### src/rtl/nn_rgb_pkg.sv
// Types and default frame geometry shared by the nn_rgb capture path
// (pixel address generator and the downstream delay-alignment stage).
package nn_rgb_pkg;

    localparam int DEF_H_ACTIVE = 320;
    localparam int DEF_V_ACTIVE = 240;
    localparam int DEF_ADDR_W   = 17;

    typedef enum logic [1:0] {
        ST_IDLE,
        ST_SYNC,
        ST_ACTIVE
    } pix_state_e;

endpackage

### src/rtl/edge_det.sv
// Registered rise/fall detector: edges are reported in the cycle the input
// differs from its one-cycle registered copy.
module edge_det (
    input  logic clk,
    input  logic rst_n,
    input  logic sig_i,
    output logic rise_o,
    output logic fall_o
);

    logic sig_q;
    logic sig_d;

    assign sig_d = sig_i;

    always_ff @(posedge clk or negedge rst_n) begin
        if (!rst_n) begin
            sig_q <= 1'b0;
        end else begin
            sig_q <= sig_d;
        end
    end

    assign rise_o = sig_i & ~sig_q;
    assign fall_o = ~sig_i & sig_q;

endmodule

### src/rtl/pixel_addr_gen.sv
// Frame-buffer write-address generator: tracks vsync/href framing and turns
// accepted pixels into registered (addr_o, we_o) writes, one line per row_base.
module pixel_addr_gen
    import nn_rgb_pkg::*;
#(
    parameter int H_ACTIVE = DEF_H_ACTIVE,
    parameter int V_ACTIVE = DEF_V_ACTIVE,
    parameter int ADDR_W   = DEF_ADDR_W
) (
    input  logic              clk,
    input  logic              rst_n,
    input  logic              vsync_i,
    input  logic              href_i,
    input  logic              pix_valid_i,
    output logic              vsync_o,
    output logic [ADDR_W-1:0] addr_o,
    output logic              we_o,
    output logic              frame_done_o,
    output logic              short_line_o
);

    localparam int XW = $clog2(H_ACTIVE + 1);
    localparam int YW = $clog2(V_ACTIVE + 1);
    localparam logic [XW-1:0]     X_LIM    = XW'(H_ACTIVE);
    localparam logic [YW-1:0]     Y_LIM    = YW'(V_ACTIVE);
    localparam logic [ADDR_W-1:0] ROW_STEP = ADDR_W'(H_ACTIVE);

    pix_state_e        state_q, state_d;
    logic [XW-1:0]     x_q, x_d;
    logic [YW-1:0]     y_q, y_d;
    logic [ADDR_W-1:0] row_base_q, row_base_d;
    logic [ADDR_W-1:0] addr_q, addr_d;
    logic [ADDR_W-1:0] addr_o_q, addr_o_d;
    logic              we_q, we_d;
    logic              frame_done_q, frame_done_d;
    logic              short_line_q, short_line_d;
    logic              vsync_q, vsync_d;
    logic              accept;

    logic vsync_rise, vsync_fall;
    logic href_rise_unused, href_fall;

    edge_det u_vsync_edge (
        .clk    (clk),
        .rst_n  (rst_n),
        .sig_i  (vsync_i),
        .rise_o (vsync_rise),
        .fall_o (vsync_fall)
    );

    edge_det u_href_edge (
        .clk    (clk),
        .rst_n  (rst_n),
        .sig_i  (href_i),
        .rise_o (href_rise_unused),
        .fall_o (href_fall)
    );

    always_comb begin
        state_d      = state_q;
        x_d          = x_q;
        y_d          = y_q;
        row_base_d   = row_base_q;
        addr_d       = addr_q;
        addr_o_d     = addr_o_q;
        we_d         = 1'b0;
        frame_done_d = 1'b0;
        short_line_d = 1'b0;
        vsync_d      = vsync_i;
        accept       = 1'b0;

        case (state_q)
            ST_IDLE: begin
                if (vsync_rise) state_d = ST_SYNC;
            end
            ST_SYNC: begin
                if (vsync_fall) begin
                    state_d    = ST_ACTIVE;
                    x_d        = '0;
                    y_d        = '0;
                    row_base_d = '0;
                    addr_d     = '0;
                end
            end
            ST_ACTIVE: begin
                accept = pix_valid_i && href_i && (x_q < X_LIM) && (y_q < Y_LIM);
                if (accept) begin
                    we_d     = 1'b1;
                    addr_o_d = addr_q;
                    addr_d   = addr_q + ADDR_W'(1);
                    x_d      = x_q + XW'(1);
                end
                // The line advance looks at x after this cycle's pixel, so a last pixel counts.
                if (href_fall && (x_d != '0)) begin
                    short_line_d = (x_d < X_LIM) && (y_q < Y_LIM);
                    y_d          = y_q + YW'(1);
                    x_d          = '0;
                    row_base_d   = row_base_q + ROW_STEP;
                    addr_d       = row_base_q + ROW_STEP;
                end
                if (vsync_rise) begin
                    frame_done_d = 1'b1;
                    state_d      = ST_SYNC;
                end
            end
            default: state_d = ST_IDLE;
        endcase
    end

    always_ff @(posedge clk or negedge rst_n) begin
        if (!rst_n) begin
            state_q      <= ST_IDLE;
            x_q          <= '0;
            y_q          <= '0;
            row_base_q   <= '0;
            addr_q       <= '0;
            addr_o_q     <= '0;
            we_q         <= 1'b0;
            frame_done_q <= 1'b0;
            short_line_q <= 1'b0;
            vsync_q      <= 1'b0;
        end else begin
            state_q      <= state_d;
            x_q          <= x_d;
            y_q          <= y_d;
            row_base_q   <= row_base_d;
            addr_q       <= addr_d;
            addr_o_q     <= addr_o_d;
            we_q         <= we_d;
            frame_done_q <= frame_done_d;
            short_line_q <= short_line_d;
            vsync_q      <= vsync_d;
        end
    end

    assign vsync_o      = vsync_q;
    assign addr_o       = addr_o_q;
    assign we_o         = we_q;
    assign frame_done_o = frame_done_q;
    assign short_line_o = short_line_q;

endmodule

### config.mk
export PLATFORM = sky130hd
export DESIGN_NAME = pixel_addr_gen
export DESIGN_NICKNAME = d
export VERILOG_FILES = /design/src/rtl/nn_rgb_pkg.sv /design/src/rtl/edge_det.sv /design/src/rtl/pixel_addr_gen.sv
export SDC_FILE = /design/constraint.sdc
export NUM_CORES = 1
export LEC_CHECK = 0
export CORE_MARGIN = 2
export CORE_UTILIZATION = 35
export CTS_BUF_LIST = sky130_fd_sc_hd__clkbuf_8
export DETAILED_ROUTE_END_ITERATION = 12
export DONT_BUFFER_PORTS = 1
export PLACE_DENSITY = 0.5
export RECOVER_POWER = 50
export SYNTH_ARGS = -nofsm -noshare
export SYNTH_HDL_FRONTEND = slang
export SYNTH_SLANG_ARGS = --single-unit
### constraint.sdc
create_clock -name clk -period 4.68 [get_ports clk]
set_clock_uncertainty 0.2 [all_clocks]
set_input_delay 0.936 -clock clk [delete_from_list [all_inputs] [get_ports clk]]
set_output_delay 0.936 -clock clk [all_outputs]
set_load 0.1 [all_outputs]
==> impl_metrics.env <==
export IMPL_io_pins=26
export IMPL_place_gp_congestion=0.801
export IMPL_wl_mm=8.27
export IMPL_crit_required_ps=4740
export IMPL_clockRootBuffer="clkbuf_8"
export IMPL_synth_simple_area_share_pct=25.3
export IMPL_cts_buffers=9
export IMPL_synth_top_cell_by_area="dfrtp_1"
export IMPL_clkPwrFrac_pct=34.0
export IMPL_cts_setup_buffers=0
export IMPL_internal_power_mw=1.13
export IMPL_grt_setup_unrepaired="no"
export IMPL_crit_fanout=20
export IMPL_synth_cell_type_count=59
export IMPL_cts_sinks=69
export IMPL_fin_crit_sh_pct=79.1
export IMPL_num_rows=37
export IMPL_ant_nets=0
export IMPL_cts_resized=0
export IMPL_critPathCaptureType="flop"
export IMPL_combinationalPowerShare_pct=15.4
export IMPL_drive_gt1_share_pct=8.97
export IMPL_antenna_cells=0
export IMPL_dr_pass1_iters=5
export IMPL_synth_edf_count=0
export IMPL_cp_start_kind="flop"
export IMPL_viasPerCell=5.39
export IMPL_criticalPathCategory="reg2reg"
export IMPL_pwr_share_seq_pct=50.6
export IMPL_finalHoldViolCount=0
export IMPL_netlist_instances=386
export IMPL_dp_hpwl_mm=5.53
export IMPL_placed_cells_incl_taps=511
export IMPL_power_density_nw_per_um2=439
export IMPL_grt_ovfl_total=0
export IMPL_area_delta_synth_final_pct=9.66
export IMPL_synth_adder_area_share_pct=1.39
export IMPL_numPortBuffers=0
export IMPL_synth_flop_cell="dfrtp_1"
export IMPL_synth_top_family_by_area="simple AND/OR/NAND/NOR gates"
export IMPL_setup_viol=0
export IMPL_slew_viol_final=0
export IMPL_finalSetupTns_ps=0
export IMPL_synth_top_area_share_pct=47.8
export IMPL_ys_seq_elements=69
export IMPL_synth_mux_area_share_pct=1.25
export IMPL_post_route_drc_count=0
export IMPL_chipHeight_microns=106
export IMPL_switching_share_pct=35.3
export IMPL_ys_seq_area_share_pct=47.8
export IMPL_yosysMostFrequentCell="nand2_1"
export IMPL_start_util_pct=35.5
export IMPL_clock_latency_ps=350
export IMPL_cts_tree="built"
export IMPL_synth_nets=395
export IMPL_synth_compound_area_share_pct=18.5
export IMPL_worstMarginPinSlew_ps=1190
export IMPL_clk_pin_slew_ps=80
export IMPL_synthTopCellsByArea="dfrtp_1 48%, nand2_1 9.5%, nand3_1 3.5%"
export IMPL_fillers=1042
export IMPL_min_path_type="in2async"
export IMPL_grt_pass1_vias=2678
export IMPL_ys_warn_count=0
export IMPL_final_nets=395
export IMPL_cp_arrival_ps=3760
export IMPL_ir_worst_vdd_v=0.000225
export IMPL_period_minus_slack_ps=3700
export IMPL_grt_max_degree=70
export IMPL_ctsLongestPathBuffers=2
export IMPL_synth_xor_xnor_area_share_pct=2.91
export IMPL_syn_area_per_cell_sq_um=9.36
export IMPL_fmax_mhz=270
export IMPL_cts_hold_buffers=0
export IMPL_synth_cell_area_sq_um=3610
export IMPL_grt_util_all_layers_pct=15.9
export IMPL_switchingPower_mw=0.615
export IMPL_htree_levels=3
export IMPL_max_slew_margin_pct=20.8
export IMPL_dieWidth_microns=106
export IMPL_drt_initial_drc_count=139
export IMPL_grt_pass1_wl_mm=14.2
export IMPL_async_flop_share_pct=100
export IMPL_cap_viol_max_count=0
export IMPL_drt_wirelength_per_cell_microns=15.7
export IMPL_yosys_top_cells_count="91 x nand2_1, 69 x dfrtp_1, 25 x nand3_1"
export IMPL_antenna_found_initial=0
export IMPL_power_leakage_nw=1.74
export IMPL_num_vias=2836
export IMPL_core_area_sq_um=10200
export IMPL_final_cells=526
export IMPL_status="complete, no violations"
export IMPL_die_area_sq_um=11100
logic make-up after synthesis:
| kind of cell | count (synthesis) |
|---|---|
| simple gates | 184 |
| flops | 69 |
| buf+inv | 23 |
| xor+xnor | 12 |
| compound gates | 90 |
| fa+ha+maj | 4 |
| mux | 4 |
state kept, by name, summed over array words and instances (netlist names):
name                cells
addr_o                 17
addr_q                 17
frame_done_o            1
row_base_q             11
short_line_o            1
state_q                 2
u_href_edge.sig_q       1
u_vsync_edge.sig_q      1
we_o                    1
x_q                     9
y_q                     8
routing by layer:
metal  global-route usage (%)  part of all wire (%)  vias to the layer above  routed length (microns)
li1                         -                     -                     1385                        -
met1                     21.9                    48                     1397                     3970
met2                     24.8                    48                       43                     3930
met3                     3.09                   3.2                       11                      262
met4                     5.92                   1.3                        0                      110
met5                        0                     0                        -                        0
through the flow:
stage	power (mW)	util (%)	worst slack, ps	hold WS [ps]	area, sq um
after floorplan	1.09	-	1750	261	3610
after global placement	1.16	36.7	1170	290	3740
after detailed placement	1.16	36.7	1130	298	3740
after CTS	1.76	39.0	1430	62.2	3980
after global routing	1.83	38.9	728	52.3	3960
final	1.74	38.9	977	74.4	3960
placed cells by master, fill, tap and decap left out, types with 4 or more instances in the layout:
master     n
ha_1       4
nand2_1   91
xor2_1     7
nand4_1    4
xnor2_1    5
a21oi_1   13
o21ai_0   11
dfrtp_1   69
o21ai_1   10
nor3_1     8
nand2b_1   9
clkbuf_8   9
nand3_1   25
nor2_1    20
o211ai_1   5
o22ai_1    4
buf_4      4
inv_1      7
a21o_1     5
a31oi_1   10
power by group through the flow:
stage | logic, mW | clock network [mW] | registers [mW]
2_1_floorplan | 0.227 | 0 | 0.866
3_3_place_gp | 0.267 | 0 | 0.890
3_5_place_dp | 0.271 | 0 | 0.893
4_1_cts | 0.273 | 0.605 | 0.880
5_1_grt | 0.301 | 0.634 | 0.893
6_report | 0.269 | 0.591 | 0.880
worst max-delay path, cell delays in order, from the launching register on:
cell	delay [ps]
dfrtp_1	480
o21ai_0	680
nor4b_4	450
xnor2_1	220
o2111ai_4	250
o21ai_2	700
and2_1	460
o2bb2ai_1	160
path summary, 6_finish.rpt:
| check | from | to | slack (ps) | cells after the start |
|---|---|---|---|---|
| min | rst_n | addr_q[1]$_DFFE_PN0P_ | 70 | 0 |
| max reg2reg | x_q[6]$_DFFE_PN0P_ | row_base_q[13]$_DFFE_PN0P_ | 980 | 7 |
| min reg2reg | addr_q[16]$_DFFE_PN0P_ | addr_o[16]$_DFFE_PN0P_ | 310 | 2 |
| max | x_q[6]$_DFFE_PN0P_ | row_base_q[13]$_DFFE_PN0P_ | 980 | 7 |
| min in group clk | addr_q[16]$_DFFE_PN0P_ | addr_o[16]$_DFFE_PN0P_ | 310 | 2 |
| max in group asynchronous | rst_n | y_q[5]$_DFFE_PN0P_ | 4070 | 0 |
final cells by class:
type	instances	area, sq um	area share [%]
clock inverters	6	111	2.81
clock buffers	9	124	3.13
flip-flops and latches	69	1730	43.6
multi-input cells	294	1770	44.7
repair buffers	5	33.8	0.853
inverters	7	26.3	0.663
well taps	136	170	4.30
Power figures use the tool's default switching activity.
